--- config.mk ---
export PLATFORM = sky130hd
export DESIGN_NAME = id_exe_reg
export DESIGN_NICKNAME = d
export VERILOG_FILES = /design/src/rtl/id_exe_reg_pkg.sv /design/src/rtl/id_exe_reg_field.sv /design/src/rtl/id_exe_reg.sv
export SDC_FILE = /design/constraint.sdc
export NUM_CORES = 1
export LEC_CHECK = 0
export BUFFER_PORTS_ARGS = -buffer_cell sky130_fd_sc_hd__buf_2
export CAP_MARGIN = 25
export CORE_MARGIN = 4
export CORE_UTILIZATION = 35
export CTS_CLUSTER_DIAMETER = 150
export CTS_CLUSTER_SIZE = 25
export DETAILED_ROUTE_END_ITERATION = 7
export HOLD_SLACK_MARGIN = 0.08
export PLACE_DENSITY_LB_ADDON = 0.15
export SLEW_MARGIN = 25
export SYNTH_ARGS = -nofsm -noshare
export SYNTH_HDL_FRONTEND = slang
export SYNTH_HIERARCHICAL = 1
export SYNTH_SLANG_ARGS = --single-unit
--- constraint.sdc ---
create_clock -name clk -period 3.9 [get_ports clk]
set_input_delay 0.585 -clock clk [delete_from_list [all_inputs] [get_ports clk]]
set_output_delay 0.585 -clock clk [all_outputs]
set_load 0.02 [all_outputs]
--- src/rtl/id_exe_reg_pkg.sv ---
// id_exe_reg_pkg: EXE command encodings and the control bundle shared by the control unit, ID/EXE register and EXE stage.
package id_exe_reg_pkg;
    typedef enum logic [3:0] {
        EXE_NOP = 4'b0000,
        EXE_MOV = 4'b0001,
        EXE_ADD = 4'b0010,
        EXE_ADC = 4'b0011,
        EXE_SUB = 4'b0100,
        EXE_SBC = 4'b0101,
        EXE_AND = 4'b0110,
        EXE_ORR = 4'b0111,
        EXE_EOR = 4'b1000,
        EXE_MVN = 4'b1001
    } exe_cmd_e;

    typedef struct packed {
        logic [3:0] exe_cmd;
        logic       s;
        logic       b;
        logic       mr;
        logic       mw;
        logic       wb;
    } ctrl_t;
endpackage

--- src/rtl/id_exe_reg_field.sv ---
// pipe_field_reg: width-parameterised pipeline register with async active-low reset, hold and synchronous clear.
module pipe_field_reg #(
    parameter int W = 8
) (
    input  logic         clk,
    input  logic         rst,
    input  logic         hold,
    input  logic         clr,
    input  logic [W-1:0] d,
    output logic [W-1:0] q
);
    logic [W-1:0] q_q, q_d;

    // hold outranks clear so a stalled pipe never drops its instruction
    always_comb q_d = hold ? q_q : (clr ? '0 : d);

    always_ff @(posedge clk or negedge rst)
        if (!rst) q_q <= '0;
        else      q_q <= q_d;

    assign q = q_q;
endmodule

--- src/rtl/id_exe_reg.sv ---
// id_exe_reg: ID/EXE pipeline register with freeze, flush and bubble insertion plus a saturating bubble counter.
module id_exe_reg
    import id_exe_reg_pkg::*;
#(
    parameter int DATA_W = 32,
    parameter int REG_W  = 4,
    parameter int CNT_W  = 16
) (
    input  logic              clk,
    input  logic              rst,
    input  logic              freeze,
    input  logic              flush,
    input  logic              bubble,
    input  logic [3:0]        exeCMD_in,
    input  logic              S_UpdateSig_in,
    input  logic              branch_in,
    input  logic              memReadEn_in,
    input  logic              memWriteEn_in,
    input  logic              writeBackEn_in,
    input  logic [DATA_W-1:0] pc_in,
    input  logic [DATA_W-1:0] valRn_in,
    input  logic [DATA_W-1:0] valRm_in,
    input  logic              imm_in,
    input  logic [11:0]       shiftOperand_in,
    input  logic [23:0]       signedImm24_in,
    input  logic [REG_W-1:0]  dest_in,
    input  logic [REG_W-1:0]  src1_in,
    input  logic [REG_W-1:0]  src2_in,
    input  logic [3:0]        sr_in,
    output logic [3:0]        exeCMD,
    output logic              S_UpdateSig,
    output logic              branch,
    output logic              memReadEn,
    output logic              memWriteEn,
    output logic              writeBackEn,
    output logic [DATA_W-1:0] pc,
    output logic [DATA_W-1:0] valRn,
    output logic [DATA_W-1:0] valRm,
    output logic              imm,
    output logic [11:0]       shiftOperand,
    output logic [23:0]       signedImm24,
    output logic [REG_W-1:0]  dest,
    output logic [REG_W-1:0]  src1,
    output logic [REG_W-1:0]  src2,
    output logic [3:0]        sr,
    output logic              valid,
    output logic [CNT_W-1:0]  bubbleCnt
);
    localparam int CW = $bits(ctrl_t) + 1;
    localparam int DW = 3 * DATA_W + 1 + 12 + 24 + 3 * REG_W + 4;

    ctrl_t          ctrl_in, ctrl_out;
    logic [CW-1:0]  ctrl_q;
    logic [DW-1:0]  data_q;
    logic [CNT_W-1:0] cnt_q, cnt_d;

    assign ctrl_in = '{exe_cmd: exeCMD_in, s: S_UpdateSig_in, b: branch_in,
                       mr: memReadEn_in, mw: memWriteEn_in, wb: writeBackEn_in};

    // valid rides with the control bundle so it dies with the same kill
    pipe_field_reg #(.W(CW)) u_ctrl (
        .clk (clk),
        .rst (rst),
        .hold(freeze),
        .clr (flush | bubble),
        .d   ({ctrl_in, 1'b1}),
        .q   (ctrl_q)
    );

    pipe_field_reg #(.W(DW)) u_data (
        .clk (clk),
        .rst (rst),
        .hold(freeze),
        .clr (flush),
        .d   ({pc_in, valRn_in, valRm_in, imm_in, shiftOperand_in, signedImm24_in,
               dest_in, src1_in, src2_in, sr_in}),
        .q   (data_q)
    );

    assign {ctrl_out, valid} = ctrl_q;
    assign exeCMD      = ctrl_out.exe_cmd;
    assign S_UpdateSig = ctrl_out.s;
    assign branch      = ctrl_out.b;
    assign memReadEn   = ctrl_out.mr;
    assign memWriteEn  = ctrl_out.mw;
    assign writeBackEn = ctrl_out.wb;
    assign {pc, valRn, valRm, imm, shiftOperand, signedImm24, dest, src1, src2, sr} = data_q;

    always_comb cnt_d = (!freeze && (flush || bubble) && cnt_q != '1) ? cnt_q + 1'b1 : cnt_q;

    always_ff @(posedge clk or negedge rst)
        if (!rst) cnt_q <= '0;
        else      cnt_q <= cnt_d;

    assign bubbleCnt = cnt_q;
endmodule

==> results.cfg <==
[status]
status = complete, no violations

[cts]
cts_buffers = 17
ctsResizeCount = 0
clk_pin_slew_ns = 0.07
hold_buffers = 0
cts_root_buf = clkbuf_16
clk_path_buf_depth = 2
h-tree-depth = 4
clock_latency_ns = 0.42
post-cts-setup-buffers = 0
cts_sinks = 175
cts_tree = yes

[global_route]
grt_pass1_vias = 5940
grt_pass1_wl_mm = 32.9
grt_util_met1 = 0.228
met3_usage = 0.0506
antenna_found_initial = 1
track_usage = 0.172
grt_use_met2 = 0.269
grt_max_degree = 197
overflow = 0
top_usage_layer = met2

[detailed_routing]
first_pass_iters = 4
antenna_left = 0
vias = 6096
vias_per_cell = 4.49
drtIter0Drc = 324
drc_errors = 0
totalWireLength_mm = 20.9
routedWlPerCell_um = 15.3

[cells_and_area]
final_nets = 1236
area_delta_synth_final_pct = 31.9
drive_above_1_share = 0.355
multiInputGateArea_um2 = 2810
antenna_cells = 0
utilization = 0.470
nFillCells = 2105
seq_area_um2 = 4380

[min_path]
hold_class = input port to async pin

[timing]
slew_headroom = 0.510
skew_ns = 0.00747
worst_hold_slack_ns = 0.173
max_clock_freq_mhz = 509
fin_crit_ns = 1.96
grt_setup_unrepaired = no
setup_viol_count_final = 0
worst_pin_slew_ns = 0.735
slew_violations = 0
hold_violations = 0
fin_crit_sh = 0.504
fin_tns_setup_ns = 0

[critical_path]
worstPathRequired_ns = 4.25
cp-start-kind = input port
crit_type = input port to flip-flop
crit_arrival_ns = 2.31
worstPathMaxFanout = 125
reg2reg_slack_ns = 2.05
endpoint_kind = flip-flop

[floorplan]
fp.dieH_um = 155
initial_core_util = 0.357
coreArea_um2 = 21100
die_area_um2 = 23900
pin_count = 338
die_w_um = 155
num_rows = 53

[synth]
yosysSeqAreaShare = 0.582
synthTopCellsByArea = dfrtp_1, nand2b_1, o21ai_1
synth_cell_types = 35
synthTopCellsByCount = dfrtp_1, nand2_1, nand2b_1, o21ai_1, o21ai_0
ys_ff_latch = 175
yosysWarnings = 6
yosysTopAreaCell = dfrtp_1
synth_nets = 927
syn_avg_cell_area_um2 = 9.86
synth_area_um2 = 7520
synth_edf_count = 0
synth.most_common_cell = dfrtp_1
synth_top_area_share = 0.582
synthArstFlopShare = 1.00
ys.flop_type = dfrtp_1
synth_cells = 763

[placement]
port_buffers = 337
gp_congestion = 0.788
detailed_place_hpwl_mm = 14.5

[pwr]
leakagePower_nw = 5.07
vdd_drop_max_mv = 0.278
p_per_area_nw_per_um2 = 478

[job]
drv.max_cap_violation_count = 0
==> registers in the layout (all words and copies together) (netlist names) <==
signal     count
bubbleCnt     16
u_data/q     149
u_ctrl/q      10
==> worst max-delay path, cell delays in order <==
cell      delay, ns
clkbuf_8       0.35
o21bai_1       0.38
or4_4          0.62
nor3_1         0.19
xor2_1         0.17
==> kinds of logic (layout without fill, tap and decap cells) <==
| group | count (synthesis) | in the layout | synth area share |
|---|---|---|---|
| and+or+nand+nor | 356 | 356 | 0.244 |
| DFF | 175 | 175 | 0.582 |
| AOI/OAI and AO/OA | 162 | 162 | 0.110 |
| buffers and inverters | 53 | 374 | 0.0439 |
| xor gates and xnor gates | 14 | 14 | 0.0163 |
| adders and majority gates | 1 | 1 | 0.00166 |
| other | 1 | 1 | 0.000498 |
| muxes | 1 | 1 | 0.00150 |
==> cell usage in the layout, fill, tap and decap left out, types with 2 or more instances in the layout <==
master,count
nor4_1,3
clkbuf_8,2
xnor2_1,2
clkinv_4,2
buf_12,2
nand3_1,7
inv_6,4
xor2_1,12
or2_2,2
clkbuf_16,17
nor2_1,8
nor3_1,6
nand4_1,2
nand2_1,162
dfrtp_1,175
buf_2,334
buf_4,3
a22o_1,2
nor4_2,2
nand2b_1,157
o21ai_1,129
inv_1,2
o21ai_0,27
inv_8,2
bufinv_16,3
==> through the flow <==
step	instances	cell area [um2]	power [mW]	setup slack [ns]
floorplan	763	7520	2.61	2.09
detailed placement	1328	9300	2.98	1.43
global route	1359	9920	4.98	1.78
CTS	1359	9920	4.82	1.92
global placement	1328	9300	2.98	1.49
finish	1359	9920	4.74	1.94
==> metal layers <==
metal	wire length [um]	share of wire	vias up
met5	13	0.00062	-
met3	1670	0.080	33
li1	-	-	3086
met1	9130	0.44	2749
met2	9510	0.46	226
met4	535	0.026	2
==> power breakdown <==
part           leakage, nW  switching, mW  total (mW)  internal, mW
sequential            2.27          0.135        2.11          1.98
clock                0.302          0.762        1.80          1.04
combinational         2.49          0.519       0.822         0.304
total                 5.07           1.41        4.74          3.32
==> final timing paths <==
check                               from             to  cells after the start
max                               freeze  bubbleCnt[11]                      5
min                                  rst  u_data/q[128]                      1
max reg2reg                 bubbleCnt[0]   bubbleCnt[1]                      5
min reg2reg                u_data/q[147]  u_data/q[147]                      2
max in group asynchronous            rst   bubbleCnt[3]                      2
min in group clk            exeCMD_in[1]    u_ctrl/q[7]                      2
==> layout make-up <==
class / count / area share
clock buffer: 18 / 0.0443
clock inverter: 13 / 0.0179
inverter: 2 / 0.000757
multi-input combinational: 535 / 0.284
sequential: 175 / 0.441
tap: 275 / 0.0347
timing repair buffer: 341 / 0.177
(Power assumes the default switching activity.)
